## config.mk

```make
export PLATFORM = sky130hd
export DESIGN_NAME = execution_skid_registers
export DESIGN_NICKNAME = d
export VERILOG_FILES = /design/src/rtl/execution_skid_registers_pkg.sv /design/src/rtl/execution_skid_registers_skid_buffer.sv /design/src/rtl/execution_skid_registers.sv
export SDC_FILE = /design/constraint.sdc
export NUM_CORES = 1
export LEC_CHECK = 0
export BUFFER_PORTS_ARGS = -buffer_cell sky130_fd_sc_hd__buf_4
export CORE_AREA = 5 5 123 125
export DETAILED_ROUTE_END_ITERATION = 10
export DIE_AREA = 0 0 128 130
export PLACE_DENSITY = 0.76
export SYNTH_ARGS = -nofsm -noshare
export SYNTH_HDL_FRONTEND = slang
export SYNTH_SLANG_ARGS = --single-unit
export TNS_END_PERCENT = 100
```

## constraint.sdc

```tcl
create_clock -name clk -period 6.2 [get_ports clk]
set_input_delay 0.62 -clock clk [delete_from_list [all_inputs] [get_ports clk]]
set_output_delay 0.62 -clock clk [all_outputs]
set_load 0.05 [all_outputs]
```

## src/rtl/execution_skid_registers_pkg.sv

```systemverilog
// Shared defaults and state encoding for the EX/MEM skid registers and the
// skid_buffer that later pipeline stages also reuse.
package execution_skid_registers_pkg;

    localparam int DEF_WORD_WIDTH           = 32;
    localparam int DEF_REGISTER_INDEX_WIDTH = 5;
    localparam int DEF_STALL_CNT_WIDTH      = 16;

    // The encoding equals the number of held entries, so occupancy is the state itself.
    typedef enum logic [1:0] {
        ST_EMPTY = 2'd0,
        ST_ONE   = 2'd1,
        ST_TWO   = 2'd2
    } skid_state_e;

    function automatic logic [1:0] state_occupancy(input skid_state_e s);
        return s;
    endfunction

endpackage

```

## src/rtl/execution_skid_registers_skid_buffer.sv

```systemverilog
// Two-entry (head + skid) valid/ready buffer over a packed payload. Masks let the
// owner zero selected head bits on flush or when the head drains to empty.
module skid_buffer
    import execution_skid_registers_pkg::*;
#(
    parameter int                    DATA_WIDTH     = 8,
    parameter logic [DATA_WIDTH-1:0] FLUSH_CLR_MASK = '0,
    parameter logic [DATA_WIDTH-1:0] DRAIN_CLR_MASK = '0
) (
    input  logic                  clk,
    input  logic                  rst_n,
    input  logic                  flush,
    input  logic                  in_valid,
    output logic                  in_ready,
    input  logic [DATA_WIDTH-1:0] in_data,
    output logic                  out_valid,
    input  logic                  out_ready,
    output logic [DATA_WIDTH-1:0] out_data,
    output logic [1:0]            occupancy
);

    skid_state_e           state;
    logic [DATA_WIDTH-1:0] head;
    logic [DATA_WIDTH-1:0] skid;
    logic                  push;
    logic                  pop;

    // Ready depends only on state, so no combinational path through out_ready.
    assign in_ready  = (state != ST_TWO);
    assign out_valid = (state != ST_EMPTY);
    assign push      = in_valid && in_ready;
    assign pop       = out_valid && out_ready;
    assign out_data  = head;
    assign occupancy = state_occupancy(state);

    always_ff @(posedge clk or negedge rst_n) begin
        if (!rst_n) begin
            state <= ST_EMPTY;
            head  <= '0;
            skid  <= '0;
        end else if (flush) begin
            state <= ST_EMPTY;
            head  <= head & ~FLUSH_CLR_MASK;
        end else begin
            case (state)
                ST_EMPTY: begin
                    if (push) begin
                        head  <= in_data;
                        state <= ST_ONE;
                    end
                end
                ST_ONE: begin
                    if (push && pop) begin
                        head <= in_data;
                    end else if (push) begin
                        skid  <= in_data;
                        state <= ST_TWO;
                    end else if (pop) begin
                        head  <= head & ~DRAIN_CLR_MASK;
                        state <= ST_EMPTY;
                    end
                end
                ST_TWO: begin
                    if (pop) begin
                        head  <= skid;
                        state <= ST_ONE;
                    end
                end
                default: state <= ST_EMPTY;
            endcase
        end
    end

endmodule

```

## src/rtl/execution_skid_registers.sv

```systemverilog
// EX->MEM pipeline skid registers. Define EXEC_SKID_STALL_COUNT_EN to build the
// saturating backpressure counter on stall_cycles; otherwise it reads 0.
module execution_skid_registers
    import execution_skid_registers_pkg::*;
#(
    parameter int WORD_WIDTH           = DEF_WORD_WIDTH,
    parameter int REGISTER_INDEX_WIDTH = DEF_REGISTER_INDEX_WIDTH,
    parameter int STALL_CNT_WIDTH      = DEF_STALL_CNT_WIDTH
) (
    input  logic                            clk,
    input  logic                            rst_n,
    input  logic                            flush,
    input  logic                            in_valid,
    output logic                            in_ready,
    input  logic [WORD_WIDTH-1:0]           extended_inmediate_in,
    input  logic                            cu_mem_to_reg_in,
    input  logic                            cu_reg_write_in,
    input  logic [REGISTER_INDEX_WIDTH-1:0] destination_register_in,
    input  logic [WORD_WIDTH-1:0]           alu_result_in,
    input  logic                            alu_zero_in,
    output logic                            out_valid,
    input  logic                            out_ready,
    output logic [WORD_WIDTH-1:0]           extended_inmediate_out,
    output logic                            cu_mem_to_reg_out,
    output logic                            cu_reg_write_out,
    output logic [REGISTER_INDEX_WIDTH-1:0] destination_register_out,
    output logic [WORD_WIDTH-1:0]           alu_result_out,
    output logic                            alu_zero_out,
    output logic [1:0]                      occupancy,
    output logic [STALL_CNT_WIDTH-1:0]      stall_cycles
);

    // Payload layout: {imm, mem_to_reg, reg_write, dest, alu_result, zero}
    localparam int DW            = 2 * WORD_WIDTH + REGISTER_INDEX_WIDTH + 3;
    localparam int REG_WRITE_BIT = WORD_WIDTH + REGISTER_INDEX_WIDTH + 1;
    localparam int MEM_TO_REG_BIT = WORD_WIDTH + REGISTER_INDEX_WIDTH + 2;
    localparam logic [DW-1:0] REG_WRITE_MASK  = DW'(1) << REG_WRITE_BIT;
    localparam logic [DW-1:0] MEM_TO_REG_MASK = DW'(1) << MEM_TO_REG_BIT;

    logic [DW-1:0] in_data;
    logic [DW-1:0] head_data;

    assign in_data = {extended_inmediate_in, cu_mem_to_reg_in, cu_reg_write_in,
                      destination_register_in, alu_result_in, alu_zero_in};

    assign {extended_inmediate_out, cu_mem_to_reg_out, cu_reg_write_out,
            destination_register_out, alu_result_out, alu_zero_out} = head_data;

    // A flushed head must not write back or load; a drained head must not write back.
    skid_buffer #(
        .DATA_WIDTH    (DW),
        .FLUSH_CLR_MASK(REG_WRITE_MASK | MEM_TO_REG_MASK),
        .DRAIN_CLR_MASK(REG_WRITE_MASK)
    ) u_skid (
        .clk      (clk),
        .rst_n    (rst_n),
        .flush    (flush),
        .in_valid (in_valid),
        .in_ready (in_ready),
        .in_data  (in_data),
        .out_valid(out_valid),
        .out_ready(out_ready),
        .out_data (head_data),
        .occupancy(occupancy)
    );

`ifdef EXEC_SKID_STALL_COUNT_EN
    logic [STALL_CNT_WIDTH-1:0] stall_q;

    // Flush deliberately leaves the count alone; only reset clears it.
    always_ff @(posedge clk or negedge rst_n) begin
        if (!rst_n) begin
            stall_q <= '0;
        end else if (out_valid && !out_ready && (stall_q != '1)) begin
            stall_q <= stall_q + STALL_CNT_WIDTH'(1);
        end
    end

    assign stall_cycles = stall_q;
`else
    assign stall_cycles = '0;
`endif

endmodule

```

==> results of run 1 <==
-- power by group --
part / switching, mW / leakage, nW / internal, mW / total, mW
logic: 1.42 / 2.28 / 1.11 / 2.54
registers: 0.272 / 1.79 / 1.42 / 1.69
clock network: 0.376 / 0.314 / 0.703 / 1.08
-- path summary, 6_finish.rpt --
path,startpoint,slack [ns],to,cells past startpoint
max,u_skid.occupancy[1],3.09,u_skid.out_data[69],7
min,rst_n,0.15,u_skid.occupancy[0],1
max reg2reg,u_skid.occupancy[1],3.09,u_skid.out_data[69],7
min reg2reg,u_skid.skid[4],0.51,u_skid.skid[4],1
max in group asynchronous,rst_n,4.56,u_skid.skid[66],2
min in group clk,alu_result_in[28],0.44,u_skid.skid[29],2
-- metrics by stage --
| step | cells | power [mW] | util [%] | setup WS [ns] | area, um2 |
|---|---|---|---|---|---|
| 5_1_grt | 791 | 5.56 | 62.5 | 3.00 | 8610 |
| 6_report | 791 | 5.31 | 62.5 | 3.09 | 8610 |
| 3_5_place_dp | 759 | 4.25 | 58.0 | 3.12 | 7980 |
| 3_3_place_gp | 759 | 4.17 | 58.0 | 3.22 | 7980 |
| 2_1_floorplan | 469 | 3.59 | - | 3.67 | 6850 |
| 4_1_cts | 791 | 5.35 | 62.5 | 3.11 | 8610 |
-- final cells by class --
cell class / instances / area [um2]
Fill cell: 1055 / 5160
Sequential cell: 146 / 3650
Multi-Input combinational cell: 270 / 2900
Timing Repair Buffer: 156 / 1170
Clock buffer: 22 / 474
Tap cell: 180 / 225
Clock inverter: 10 / 154
Inverter: 7 / 26.3
-- state kept, by name, summed over array words and instances, names as in the netlist --
signal,count
u_skid.out_data,72
u_skid.skid,72
u_skid.occupancy,2
-- logic make-up after synthesis --
group / count (synthesis) / synth area share, %
fa+ha+maj: 6 / 1.10
simple gates: 20 / 2.03
mux: 145 / 27.9
buf+inv: 53 / 4.71
compound gates: 83 / 10.5
other cells: 1 / 0.0552
flops: 146 / 53.8
-- routing by layer --
layer | track usage (%) | vias to the layer above
li1 | - | 1935
met1 | 22.1 | 2116
met2 | 28.9 | 120
met3 | 6.14 | 18
met4 | 6.49 | 0
met5 | 0 | -
-- cells in the final DEF (no fill, tap or decap), drive strengths merged, types with 2 or more instances in the layout --
cell	instances
mux2	144
bufinv	4
buf	156
and2	2
ha	6
clkinv	5
nand4bb	2
a31oi	2
inv	8
o21ai	4
nand2b	3
clkbuf	22
conb	16
a22o	70
nor3	2
nand2	4
nor2b	2
dfrtp	146
nand3	2
==> results.yml, run 1 <==
sta:
  skew_ns: 0.00385
  hold_viol: 0
  max_freq_mhz: 321
  whs_ns: 0.152
  rsz0062_at_grt: "no"
  drv_slew: 0
  setup_violations: 0
  timing.final.crit_share_pct: 50.2
  period_minus_slack_ns: 3.11
  fin_tns_setup_ns: 0
  worst_pin_slew_ns: 1.08
  relSlewSlack_pct: 28.2
clock_network:
  cts.path.max_buffers: 2
  cts_sinks: 146
  htree_levels: 4
  clkTransAtPathRegs_ns: 0.06
  clock-root-buffer: "clkbuf_16"
  worstSkewPairLatency_ns: 0.42
  cts_resized: 0
  cts_buffers: 17
  post_cts_buffers: 0
  holdBufCountCts: 0
  cts_tree: "yes"
drt:
  top_layer: "met4"
  met1_length_um: 6100
  met3RoutedLength_um: 869
  wire_per_inst_um: 18.2
  vias_per_cell: 5.30
  drt_iter0_markers: 171
  antenna_left: 0
  drt_pass1_iterations: 6
  drt_wl_total_um: 14400
  drc: 0
  met2_length_um: 7210
  vias: 4189
grt:
  antenna_found_initial: 0
  grt_first_pass_wirelength_um: 23000
  grt_max_degree: 89
  grt-ovfl-total: 0
  track_usage_pct: 17.8
  grt_pass1_vias: 4333
yosys:
  synth_cells: 454
  async_flop_share_pct: 100
  synth_warnings: 0
  synth_area_leaders: "dfrtp_1, mux2_4, mux2_2"
  synth.cell_area_um2: 6800
  synthFlopType: "dfrtp_1"
  synth-edff-count: 0
  ys_ff_latch: 146
  yosys.area.top_type: "dfrtp_1"
  avgSynthCellArea_um2: 15.0
  synth_top_cells_by_count: "dfrtp_1, mux2_2, a22o_1, mux2_4"
  yosysTopAreaCellShare_pct: 53.8
  yosysSeqAreaShare_pct: 53.8
  post-synth-top-count-cell: "dfrtp_1"
  yosysUniqueCellTypes: 34
setup_path:
  cp_slowest_cell: "a222oi_1"
  crit_fanout: 46
  path_cells: "inv_1 -> ha_1 -> nand4bb_4 -> a222oi_1 -> nand2_4 -> buf_4 -> mux2_4"
  endpoint_kind: "register"
  cp.arrival_ns: 3.41
  cp_data_required_time_ns: 6.50
  start_kind: "register"
  cp_num_buf_inv: 2
  critical_path.top_delay_family: "simple AND/OR/NAND/NOR gates"
  worstSetupPathType: "reg2reg"
  slowest_delay_ns: 0.53
power_and_ir_drop:
  power_density_nw_per_um2: 616
  ir_drop_mv: 0.361
  total_leakage_power_nw: 4.39
worst_hold_path:
  hold_class: "in2async"
die:
  die_h_um: 130
  die_w_um: 128
  die-area_um2: 16600
  core_area_um2: 13800
  floorplan.initialDensity_pct: 49.3
  rows: 43
  io_pins: 169
cells_and_area:
  final_layout_size_suffix_gt1_share_pct: 55.3
  syn2layout_area_growth_pct: 26.7
  nets: 681
  antenna_cells: 0
outcome:
  status: "finished clean"
placed_design:
  hpwlAfterDp_um: 9680
  port_buffers: 152
  gp_congestion: 0.766
run:
  maxCapViolCount: 0
No activity file was read; power rests on OpenSTA's default activity.
==> run 2: changes to the inputs <==
==> constraint.sdc (replaced) <==
create_clock -name clk -period 3.1 [get_ports clk]
set_input_delay 0.31 -clock clk [delete_from_list [all_inputs] [get_ports clk]]
set_output_delay 0.31 -clock clk [all_outputs]
set_load 0.05 [all_outputs]
==> run 2 against run 1 <==
  * Clock-buffer cell count down 3
  * Clock skew up 0.0032 ns
  * Fmax up 19%
==> results.yml, run 2 (synthesis gave the netlist of run 1 again) <==
setup_path:
  crit_fanout: 30
  setup.worst_path.start: "u_skid.occupancy[1]"
  cp_data_required_time_ns: 3.38
  cp.arrival_ns: 2.90
  start_kind: "register"
  timing.rr.start: "u_skid.occupancy[1]"
  worstSetupPathType: "reg2reg"
  endpoint_kind: "register"
drt:
  wire_per_inst_um: 19.0
  vias_per_cell: 5.37
  drt_iter0_markers: 204
  drt_pass1_iterations: 4
  drt_wl_total_um: 15100
  antenna_left: 0
  vias: 4284
  drc: 0
power_and_ir_drop:
  ir_drop_mv: 0.713
  pwr-share-seq_pct: 31.4
  p_sw_mw: 4.21
  combPwrFrac_pct: 47.7
  power.share.switching_pct: 39.0
  total_leakage_power_nw: 4.46
  pwr-share-clk_pct: 20.9
  power_density_nw_per_um2: 1230
  p_int_mw: 6.58
sta:
  hold_viol: 0
  whs_ns: 0.141
  max_freq_mhz: 383
  fin_tns_setup_ns: 0
  rsz0062_at_grt: "no"
  drv_slew: 0
  timing.final.crit_share_pct: 84.3
  skew_ns: 0.00706
  relSlewSlack_pct: 60.7
  period_minus_slack_ns: 2.61
  worst_pin_slew_ns: 0.590
  setup_violations: 0
worst_hold_path:
  hold_class: "in2reg"
  min-delay-start: "extended_inmediate_in[5]"
clock_network:
  cts_buffers: 17
  htree_levels: 4
  clkTransAtPathRegs_ns: 0.06
  cts.path.max_buffers: 2
  post_cts_buffers: 0
  cts_sinks: 146
  clock-root-buffer: "clkbuf_16"
  cts_tree: "yes"
  worstSkewPairLatency_ns: 0.41
die:
  die-area_um2: 16600
  core_area_um2: 13800
  rows: 43
  die_w_um: 128
  die_h_um: 130
  floorplan.initialDensity_pct: 49.3
  io_pins: 169
cells_and_area:
  multi_input_area_um2: 2900
  nets: 688
  final_layout_size_suffix_gt1_share_pct: 56.0
  layout_common_cells: "buf_4, dfrtp_1, mux2_2, a22o_1, mux2_4"
  final_common_cell: "buf_4"
  syn2layout_area_growth_pct: 28.9
  antenna_cells: 0
  n_fill_cell: 1068
  ff_latch_area_um2: 3650
grt:
  grt-ovfl-total: 0
  antenna_found_initial: 0
  grt_max_degree: 71
  grt_pass1_vias: 4636
  track_usage_pct: 18.8
  grt_first_pass_wirelength_um: 24500
placed_design:
  port_buffers: 152
  gp_congestion: 0.766
  hpwlAfterDp_um: 10300
outcome:
  status: "finished clean"
run:
  maxCapViolCount: 0
-- run 2: stage by stage --
stage / std cells / worst slack, ns / power (mW) / area [um2] / utilization [%]
after floorplan: 469 / 0.571 / 7.18 / 6850 / -
after global placement: 765 / 0.688 / 8.39 / 8090 / 58.7
after detailed placement: 765 / 0.540 / 8.58 / 8090 / 58.7
after CTS: 798 / 0.490 / 10.9 / 8760 / 63.6
after global routing: 798 / 0.297 / 11.3 / 8760 / 63.6
final: 798 / 0.488 / 10.8 / 8760 / 63.6
-- run 2: timing repair --
item	in CTS	in global routing
hold endpoints to repair	60	0
hold buffers	1	0
resized for setup	0	0
-- run 2: layout make-up --
class	count	share of cell area, %
Sequential cell	146	41.7
Clock buffer	19	5.17
Clock inverter	13	2.34
Multi-Input combinational cell	270	33.2
Tap cell	180	2.57
Timing Repair Buffer	163	14.8
Inverter	7	0.300
-- run 2: critical path, stage by stage, from the launching register on --
cell	delay, ns
dfrtp_1	0.43
inv_1	0.12
ha_1	0.32
inv_1	0.15
nor3_1	0.45
nand2_4	0.37
buf_4	0.33
mux2_2	0.30
-- run 2: worst paths after layout --
| kind | end | slack, ns | cells after the start |
|---|---|---|---|
| max in group asynchronous | u_skid.out_data[34] | 1.88 | 3 |
| hold reg to reg | u_skid.skid[41] | 0.51 | 1 |
| min in group asynchronous | u_skid.occupancy[0] | 0.43 | 2 |
| hold / removal | u_skid.skid[45] | 0.14 | 2 |
| setup / recovery | u_skid.skid[5] | 0.49 | 7 |
| setup reg to reg | u_skid.skid[5] | 0.49 | 7 |
-- run 2: power groups by stage --
stage               registers, mW  clock network (mW)  logic [mW]
floorplan                    4.78                   0        2.40
global placement             3.34                   0        5.05
detailed placement           3.39                   0        5.19
CTS                          3.38                2.31        5.20
global route                 3.50                2.40        5.42
finish                       3.39                2.25        5.15
-- run 2: layer usage --
layer | routed length, um | vias up | track usage [%]
met5 | 0 | - | 0
met4 | 261 | 0 | 5.93
met3 | 852 | 19 | 5.28
met2 | 7940 | 124 | 32.8
met1 | 6080 | 2199 | 22.5
li1 | - | 1942 | -
